$ cat config.mk
export PLATFORM = sky130hd
export DESIGN_NAME = counter_scheduler
export DESIGN_NICKNAME = d
export VERILOG_FILES = /design/src/rtl/counter_scheduler_pkg.sv /design/src/rtl/counter_scheduler_rr_arbiter.sv /design/src/rtl/counter_scheduler.sv
export SDC_FILE = /design/constraint.sdc
export NUM_CORES = 1
export LEC_CHECK = 0
export ABC_AREA = 1
export BUFFER_PORTS_ARGS = -buffer_cell sky130_fd_sc_hd__clkbuf_2
export CAP_MARGIN = 20
export CORE_MARGIN = 1.5
export CORE_UTILIZATION = 23
export DETAILED_ROUTE_END_ITERATION = 12
export PLACE_DENSITY = 0.46
export SKIP_LAST_GASP = 1
export SLEW_MARGIN = 20
export SYNTH_ARGS = -nofsm -noshare
export SYNTH_HDL_FRONTEND = slang
export SYNTH_SLANG_ARGS = --single-unit
export TNS_END_PERCENT = 30
$ cat constraint.sdc
create_clock -name clock -period 3.1 [get_ports clock]
set_clock_uncertainty 0.05 [all_clocks]
set_input_delay 0.93 -clock clock [delete_from_list [all_inputs] [get_ports clock]]
set_output_delay 0.93 -clock clock [all_outputs]
set_load 0.005 [all_outputs]
$ cat src/rtl/counter_scheduler_pkg.sv
// Shared types and helpers for the counter scheduler: FSM encoding and
// a one-hot decode helper used by the arbiter.
package counter_scheduler_pkg;

  localparam int unsigned MaxReq = 8;

  typedef enum logic [1:0] {
    IDLE = 2'd0,
    RUN  = 2'd1,
    DONE = 2'd2
  } state_e;

  // Returns a MaxReq-wide vector with bit 'index' set; callers slice to NumReq.
  function automatic logic [MaxReq-1:0] onehot(input int unsigned index,
                                               input int unsigned num_req);
    logic [MaxReq-1:0] result;
    result = '0;
    if (index < num_req) result = MaxReq'(1) << index;
    return result;
  endfunction

endpackage

$ cat src/rtl/counter_scheduler_rr_arbiter.sv
// Combinational round-robin arbiter: searches last+1, last+2, ... modulo
// NumReq and reports the first asserted request.
module rr_arbiter
  import counter_scheduler_pkg::*;
#(
  parameter int NumReq = 4,
  parameter int IdxW   = $clog2(NumReq)
) (
  input  logic [NumReq-1:0] req,
  input  logic [IdxW-1:0]   last,
  output logic              any,
  output logic [IdxW-1:0]   winner_idx,
  output logic [NumReq-1:0] winner_oh
);

  logic [IdxW-1:0]   idx;
  logic [MaxReq-1:0] oh_full;

  always_comb begin
    any        = 1'b0;
    winner_idx = '0;
    idx        = '0;
    for (int off = 1; off <= NumReq; off++) begin
      idx = IdxW'((int'(last) + off) % NumReq);
      if (!any && req[idx]) begin
        any        = 1'b1;
        winner_idx = idx;
      end
    end
    oh_full   = onehot(int'(winner_idx), NumReq);
    winner_oh = any ? oh_full[NumReq-1:0] : '0;
  end

endmodule

$ cat src/rtl/counter_scheduler.sv
// Time-shares one Size-bit up-counter among NumReq requesters: arbitrate,
// count 0..limit for the winner, then pulse done to it.
module counter_scheduler
  import counter_scheduler_pkg::*;
#(
  parameter int Size   = 5,
  parameter int NumReq = 4
) (
  input  logic                   clock,
  input  logic                   reset,
  input  logic [NumReq-1:0]      req,
  input  logic [NumReq*Size-1:0] req_limit,
  output logic [NumReq-1:0]      grant,
  output logic [NumReq-1:0]      done,
  output logic                   busy,
  output logic [Size-1:0]        count,
  output logic [1:0]             state_dbg
);

  localparam int IdxW = $clog2(NumReq);

  // Handshake: req[i] is a level held high until done[i] pulses; grant[i]
  // marks ownership while counting, and dropping req[i] while granted aborts
  // the run without a done pulse.

  state_e            state, state_n;
  logic [NumReq-1:0] grant_n, done_n;
  logic [Size-1:0]   count_n, limit_q, limit_n;
  logic [IdxW-1:0]   last, last_n;

  logic              arb_any;
  logic [IdxW-1:0]   arb_idx;
  logic [NumReq-1:0] arb_oh;
  logic [Size-1:0]   limits [NumReq];

  for (genvar i = 0; i < NumReq; i++) begin : g_limits
    assign limits[i] = req_limit[i*Size +: Size];
  end

  rr_arbiter #(.NumReq(NumReq), .IdxW(IdxW)) u_arb (
    .req       (req),
    .last      (last),
    .any       (arb_any),
    .winner_idx(arb_idx),
    .winner_oh (arb_oh)
  );

  always_ff @(posedge clock or posedge reset) begin
    if (reset) begin
      state   <= IDLE;
      grant   <= '0;
      done    <= '0;
      count   <= '0;
      limit_q <= '0;
      last    <= IdxW'(NumReq - 1);
    end else begin
      state   <= state_n;
      grant   <= grant_n;
      done    <= done_n;
      count   <= count_n;
      limit_q <= limit_n;
      last    <= last_n;
    end
  end

  // While granted, 'last' holds the current owner's index.
  always_comb begin
    state_n = state;
    grant_n = grant;
    done_n  = '0;
    count_n = count;
    limit_n = limit_q;
    last_n  = last;
    case (state)
      IDLE: begin
        if (arb_any) begin
          grant_n = arb_oh;
          limit_n = limits[arb_idx];
          count_n = '0;
          last_n  = arb_idx;
          state_n = RUN;
        end
      end
      RUN: begin
        if (!req[last]) begin
          grant_n = '0;
          count_n = '0;
          state_n = IDLE;
        end else if (count == limit_q) begin
          grant_n = '0;
          done_n  = grant;
          state_n = DONE;
        end else begin
          count_n = count + 1'b1;
        end
      end
      DONE: begin
        count_n = '0;
        state_n = IDLE;
      end
      default: begin
        grant_n = '0;
        count_n = '0;
        state_n = IDLE;
      end
    endcase
  end

  assign busy      = (state == RUN) || (state == DONE);
  assign state_dbg = state;

endmodule

After elaboration in Yosys (flattened, before gate mapping)

Index checks and enable logic that the tools add are counted.

Add/sub/neg operators: 5
$lt $le $gt $ge: 6
Equality and inequality tests: 6
Shift operators: 1
Mux-type cells: 36
Bitwise gates (word level): 2
Reduce and logical (&&, ||, !) cells: 12

Operators by type and width:

| operator              | count |
|---|---|
| $mux W5               | 5 |
| $mux W4               | 6 |
| $lt A2 B3 Y1 const B  | 5 |
| $mux W2               | 7 |
| $pmux W4 S3           | 1 |
| $bmux W1 S2           | 5 |
| $bmux W5 S2           | 1 |
| $pmux W5 S2           | 1 |
| $mux W1               | 9 |
| $ne A3 B3 Y1 const B  | 2 |
| $reduce_and A2 Y1     | 3 |
| $add A5 B1 Y5 const B | 1 |
| $eq A5 B5 Y1          | 1 |
| $add A2 B1 Y2 const B | 2 |
| $add A2 B2 Y2 const B | 2 |
| $pmux W2 S2           | 1 |
| $shl A1 B2 Y4 const A | 1 |
| $ge A3 B3 Y1 const B  | 1 |
| $logic_and A1 B1 Y1   | 3 |
| $logic_not A1 Y1      | 3 |
| $not A2 Y3            | 1 |
| $reduce_and A3 Y1     | 1 |
| $eq A2 B1 Y1 const B  | 1 |
| $eq A2 B2 Y1 const B  | 1 |
| other kinds (4)       | 4 |

Register bits: 22
Output and inout bits: 16

Depth between registers and ports, before layout

Depth after elaboration: 17
Gate-level depth with buffers: 17

Hierarchy

From an unflattened synthesis, not the netlist that was laid out.

Cells, all modules: 247
Area total of the unflattened synthesis: 1700.4 sq um

By module, submodules not included:

| module            | instances | cells each | area an instance (sq um) | sequential area each (sq um) |
|---|---|---|---|---|
| counter_scheduler | 1         | 183        | 1357.6                   | 553.0 |
| rr_arbiter        | 1         | 64         | 342.8                    | 0.0 |

Least setup slack after synthesis

Ideal clock, no wire load.

Path type: input port to flip-flop
From: input req[1]
To: register count[4]
Setup time: 118 ps
Arrival: 1959 ps
Slack: 973 ps
Stages: 13
Cell sequence: inv_1 > nand2_1 > nand2_2 > o21ai_4 > inv_2 > nor2_4 > nand2_2 > nand2_1 > inv_2 > nand2_4 > nand2_2 > nand2_1 > o21ai_2

Word-level cells in the longest chain between the ends: 14

RTL lines:

| element                            | RTL line                           | text |
|---|---|---|
| from (decl)                        | counter_scheduler.sv:11            | `input logic [NumReq-1:0] req,` |
| $bmux W1 S2                        | counter_scheduler_rr_arbiter.sv:25 | `if (!any && req[idx]) begin` |
| $mux W1 (not written as such)      | counter_scheduler_rr_arbiter.sv:25 |  |
| $mux W1                            | counter_scheduler_rr_arbiter.sv:25 |  |
| $logic_not A1 Y1                   | counter_scheduler_rr_arbiter.sv:25 |  |
| $logic_and A1 B1 Y1                | counter_scheduler_rr_arbiter.sv:25 |  |
| $mux W1                            | counter_scheduler_rr_arbiter.sv:25 |  |
| $logic_not A1 Y1                   | counter_scheduler_rr_arbiter.sv:25 |  |
| $logic_and A1 B1 Y1                | counter_scheduler_rr_arbiter.sv:25 |  |
| $mux W1                            | counter_scheduler_rr_arbiter.sv:25 |  |
| $logic_not A1 Y1                   | counter_scheduler_rr_arbiter.sv:25 |  |
| $logic_and A1 B1 Y1                | counter_scheduler_rr_arbiter.sv:25 |  |
| $mux W1                            | counter_scheduler_rr_arbiter.sv:25 |  |
| $ne A2 B2 Y1 (no source line)      | n/a                                |  |
| $reduce_and A2 Y1 (no source line) | n/a                                |  |
| to (signal assigned)               | counter_scheduler.sv:60            | `count <= count_n;` |
| to (decl)                          | counter_scheduler.sv:16            | `output logic [Size-1:0] count,` |

Several ways; a longest one is shown, not always the timed one. The select of a mux whose other input is x is not followed.
A chain may end at the register's enable or synchronous reset.

Worst setup path in the final report

From: input req[1]
To: register limit_q[4]

Word-level cells in the longest chain between the ends: 16

RTL lines:

| element                                     | RTL line                           | text |
|---|---|---|
| $bmux W1 S2                                 | counter_scheduler_rr_arbiter.sv:25 |  |
| $mux W1 (not written as such)               | counter_scheduler_rr_arbiter.sv:25 |  |
| $mux W1                                     | counter_scheduler_rr_arbiter.sv:25 |  |
| $logic_not A1 Y1                            | counter_scheduler_rr_arbiter.sv:25 |  |
| $logic_and A1 B1 Y1                         | counter_scheduler_rr_arbiter.sv:25 |  |
| $mux W1                                     | counter_scheduler_rr_arbiter.sv:25 |  |
| $logic_not A1 Y1                            | counter_scheduler_rr_arbiter.sv:25 |  |
| $logic_and A1 B1 Y1                         | counter_scheduler_rr_arbiter.sv:25 |  |
| $mux W1                                     | counter_scheduler_rr_arbiter.sv:25 |  |
| $logic_not A1 Y1                            | counter_scheduler_rr_arbiter.sv:25 |  |
| $logic_and A1 B1 Y1                         | counter_scheduler_rr_arbiter.sv:25 |  |
| $mux W2                                     | counter_scheduler_rr_arbiter.sv:25 |  |
| $not A2 Y3 (not written as such)            | counter_scheduler.sv:78            | `limit_n = limits[arb_idx];` |
| $bmux W5 S2                                 | counter_scheduler.sv:78            |  |
| $mux W5 (not written as such) (2 in series) | counter_scheduler.sv:78            |  |
| to (signal assigned)                        | counter_scheduler.sv:61            | `limit_q <= limit_n;` |
| to (decl)                                   | counter_scheduler.sv:28            | `logic [Size-1:0] count_n, limit_q, limit_n;` |

Several ways; a longest one is shown, not always the timed one. The select of a mux whose other input is x is not followed.

==> parameters.txt <==
Parameter                              Value

Final layout
  Count of inserted antenna diode cells    0
  Share of post-route cells with drive strength above 1    29.7%
  Area added between synthesis and finish    21.2%
  Leading cell type in the layout, fill and taps excluded    sky130_fd_sc_hd__nand2_1
  Most used cells in the layout excluding fill and tap cells    92 x sky130_fd_sc_hd__nand2_1, 41 x sky130_fd_sc_hd__clkbuf_2, 22 x sky130_fd_sc_hd__nand3_1
  Number of nets in the layout    290
  Post-route cell area    1870 µm²

Critical path
  WP data arrival    2.43 ns
  Category of the worst setup path launch point    input pin
  Cell at the slowest stage of the critical path    sky130_fd_sc_hd__nand2_1
  Critical path fanouts, max    13
  CP Buf/Inv Count    2
  Critical Setup Path Class    in2reg
  Crit path cell chain    clkbuf_2 > inv_1 > nand2_1 > nand2_2 > nand2_1 > nand2_1 > a21oi_1 > nand2_1 > nand2_2 > nand2_1 > nand2_1 > nand2_1 > nand2_1 > nand2_1 > nand2_1
  Minimum setup slack among reg-to-reg paths    0.85 ns
  Delay-heaviest family, CP    simple AND/OR/NAND/NOR gates
  Largest stage delay on the critical path    0.36 ns
  Worst EP required    3.20 ns
  Element type at the critical path end    flop
  Most repeated library cell on the critical path    sky130_fd_sc_hd__nand2_1

Global routing
  Number of global-route vias before repair    1374
  Maximum number of pins on one net before global-route repair    23
  Remaining global-route overflow    0
  Global-route wire length before repair    6200 µm
  GRT Total Usage    10.5%
  Number of antenna violations at the first check in global routing    0

Clock network
  Htree depth    1
  Clock-pin slew on the worst setup and hold paths    0.09 ns
  Clock buffers created by TritonCTS    3
  Clock net sink count    22
  Cell at the root of the clock tree    sky130_fd_sc_hd__clkbuf_8
  Gates resized, CTS repair    0
  Maximum clock path buffer count    2
  Post-CTS Hold Fix Bufs    0
  Insertion delay of the later-clocked pin in the worst-skew pair    0.27 ns
  Clock tree from TritonCTS    yes
  Buffer count from post-CTS setup fixing    0

Synth
  Cell type with the largest total area after synthesis    sky130_fd_sc_hd__dfrtp_1
  Biggest area contributors in the synthesized netlist    sky130_fd_sc_hd__dfrtp_1 32%, sky130_fd_sc_hd__nand2_1 22%, sky130_fd_sc_hd__nand3_1 7.1%
  Number of cells produced by synthesis    219
  Synthesized flop and latch total    22
  Number of distinct library cell variants in the gate-level netlist after synthesis    28
  Sequential element share of the synthesized area    35.9%
  Post-synthesis area per instance    7.04 µm²
  Post-synth design cell area    1540 µm²
  Total number of yosys warnings    0
  Area share of the leading cell type in the synthesized netlist    32.5%
  Synthesized net count    249

Floorplan
  Effective utilization at floorplan    24.0%
  Full die area    7200 µm²
  Number of primary I/O pins    42
  Die W    84.9 µm
  Site row count    29
  Core region area    6420 µm²
  Height of the die    84.9 µm

Placement
  Number of buffers inserted by port buffering    41
  Routability cong.    0.782
  HPWL after detailed placement    2730 µm
  Cell area after placement    1800 µm²

Drt
  Number of iterations in the first detailed-routing pass    10
  DR DRC count    3
  Initial DRC Count    56
  DR vias    1399
  DRT antenna net count    0
  Ratio of routed vias to standard cells    4.16
  DR WL/cell    10.2 µm
  Routed wire length    3440 µm

Power
  Worst supply voltage drop on vdd    0.349 mV
  Standby leakage power    0.00103 µW
  Power, Total    2120 µW
  Total power density per cell area    1130 nW/µm²

Status
  Status    finished with violations
  Violated checks    DRC

STA
  Max-slew headroom    45.5%
  Time the final worst path needs with I/O delays and setup    2.32 ns
  Worst-case hold slack    0.453 ns
  Setup Total Neg Slack    0 ns
  Least-Margin Pin Slew    0.816 ns
  Slew Limit Fails    0
  Count of final hold-check violations    0
  Highest attainable clock frequency    0.430 GHz
  Final setup violation count    0
  Unrepaired setup endpoints after global routing    false
  Post-route clock period utilization    74.9%

Hold path
  Worst hold path type    reg2reg

Flow run
  Number of max-cap violations    0
## metal layers
metal	GRT usage, %	routed length (µm)	part of all wire, %
met1	14.2	1790	52
met5	0	0	0
met3	2.24	140	4.1
met2	17.9	1480	43
met4	1.34	22	0.64
## final cells by class
class | instances | area, µm²
Clock buffer | 3 | 41.3
Clock inverter | 1 | 30.0
Fill cell | 704 | 4550
Inverter | 20 | 80.1
Multi-Input combinational cell | 172 | 862
Sequential cell | 22 | 553
Tap cell | 77 | 96.3
Timing Repair Buffer | 41 | 205
## report_power, final
part,switching [µW],internal (µW)
Sequential,98.4,390
Combinational,906,455
Clock,96.7,172
## tightest hold or removal path: stages (launching register included)
cell and delay [ns]:
sky130_fd_sc_hd__dfrtp_1 0.39, sky130_fd_sc_hd__inv_1 0.06, sky130_fd_sc_hd__nor2_1 0.03
## worst paths after layout
path | start | endpoint | depth (start not counted)
min in group asynchronous | reset | state_dbg[1] | 2
max | req[1] | limit_q[4] | 15
min | grant[3] | done[3] | 2
max reg2reg | last[1] | limit_q[4] | 14
min reg2reg | grant[3] | done[3] | 2
max in group asynchronous | reset | limit_q[1] | 2
## flip-flops by register name (all words and copies together), names as in the netlist
signal,cells
limit_q,5
count,5
state_dbg,2
done,4
grant,4
last,2
## synthesized netlist by cell type
| master | number |
|---|---|
| sky130_fd_sc_hd__a31oi_1 | 1 |
| sky130_fd_sc_hd__nand3_2 | 1 |
| sky130_fd_sc_hd__nand2_2 | 15 |
| sky130_fd_sc_hd__inv_1 | 14 |
| sky130_fd_sc_hd__nor2_1 | 8 |
| sky130_fd_sc_hd__nand2_4 | 1 |
| sky130_fd_sc_hd__buf_6 | 3 |
| sky130_fd_sc_hd__o21ai_2 | 1 |
| sky130_fd_sc_hd__inv_2 | 5 |
| sky130_fd_sc_hd__buf_2 | 1 |
| sky130_fd_sc_hd__ha_1 | 4 |
| sky130_fd_sc_hd__dfrtp_1 | 20 |
| sky130_fd_sc_hd__nor2_2 | 1 |
| sky130_fd_sc_hd__xnor2_1 | 3 |
| sky130_fd_sc_hd__xor2_1 | 4 |
| sky130_fd_sc_hd__dfstp_2 | 2 |
| sky130_fd_sc_hd__o21ai_0 | 7 |
| sky130_fd_sc_hd__buf_4 | 1 |
| sky130_fd_sc_hd__o21ai_4 | 1 |
| sky130_fd_sc_hd__inv_6 | 1 |
| sky130_fd_sc_hd__a21oi_1 | 2 |
| sky130_fd_sc_hd__nand3_1 | 22 |
| sky130_fd_sc_hd__o21ai_1 | 3 |
| sky130_fd_sc_hd__nand2_1 | 92 |
| sky130_fd_sc_hd__or2_2 | 1 |
| sky130_fd_sc_hd__nor2_4 | 3 |
| sky130_fd_sc_hd__nor3_1 | 1 |
| sky130_fd_sc_hd__a21boi_0 | 1 |
## through the flow
stage	worst slack (ns)	cells	util [%]
after floorplan	0.973	219	-
after global placement	0.551	332	28.0
after detailed placement	0.505	332	28.0
after CTS	0.781	336	29.1
after global routing	0.511	336	29.1
final	0.777	336	29.1
## cell families (layout without fill, tap and decap cells)
family	Yosys count	in the layout	synth area share [%]
adders and majority gates	4	4	3.25
xor gates and xnor gates	7	7	3.98
and+or+nand+nor	145	145	42.3
DFF	22	22	35.9
AOI/OAI and AO/OA	16	16	6.41
buffers and inverters	25	65	8.20
Note: power is estimated with default switching activity, not from simulation.
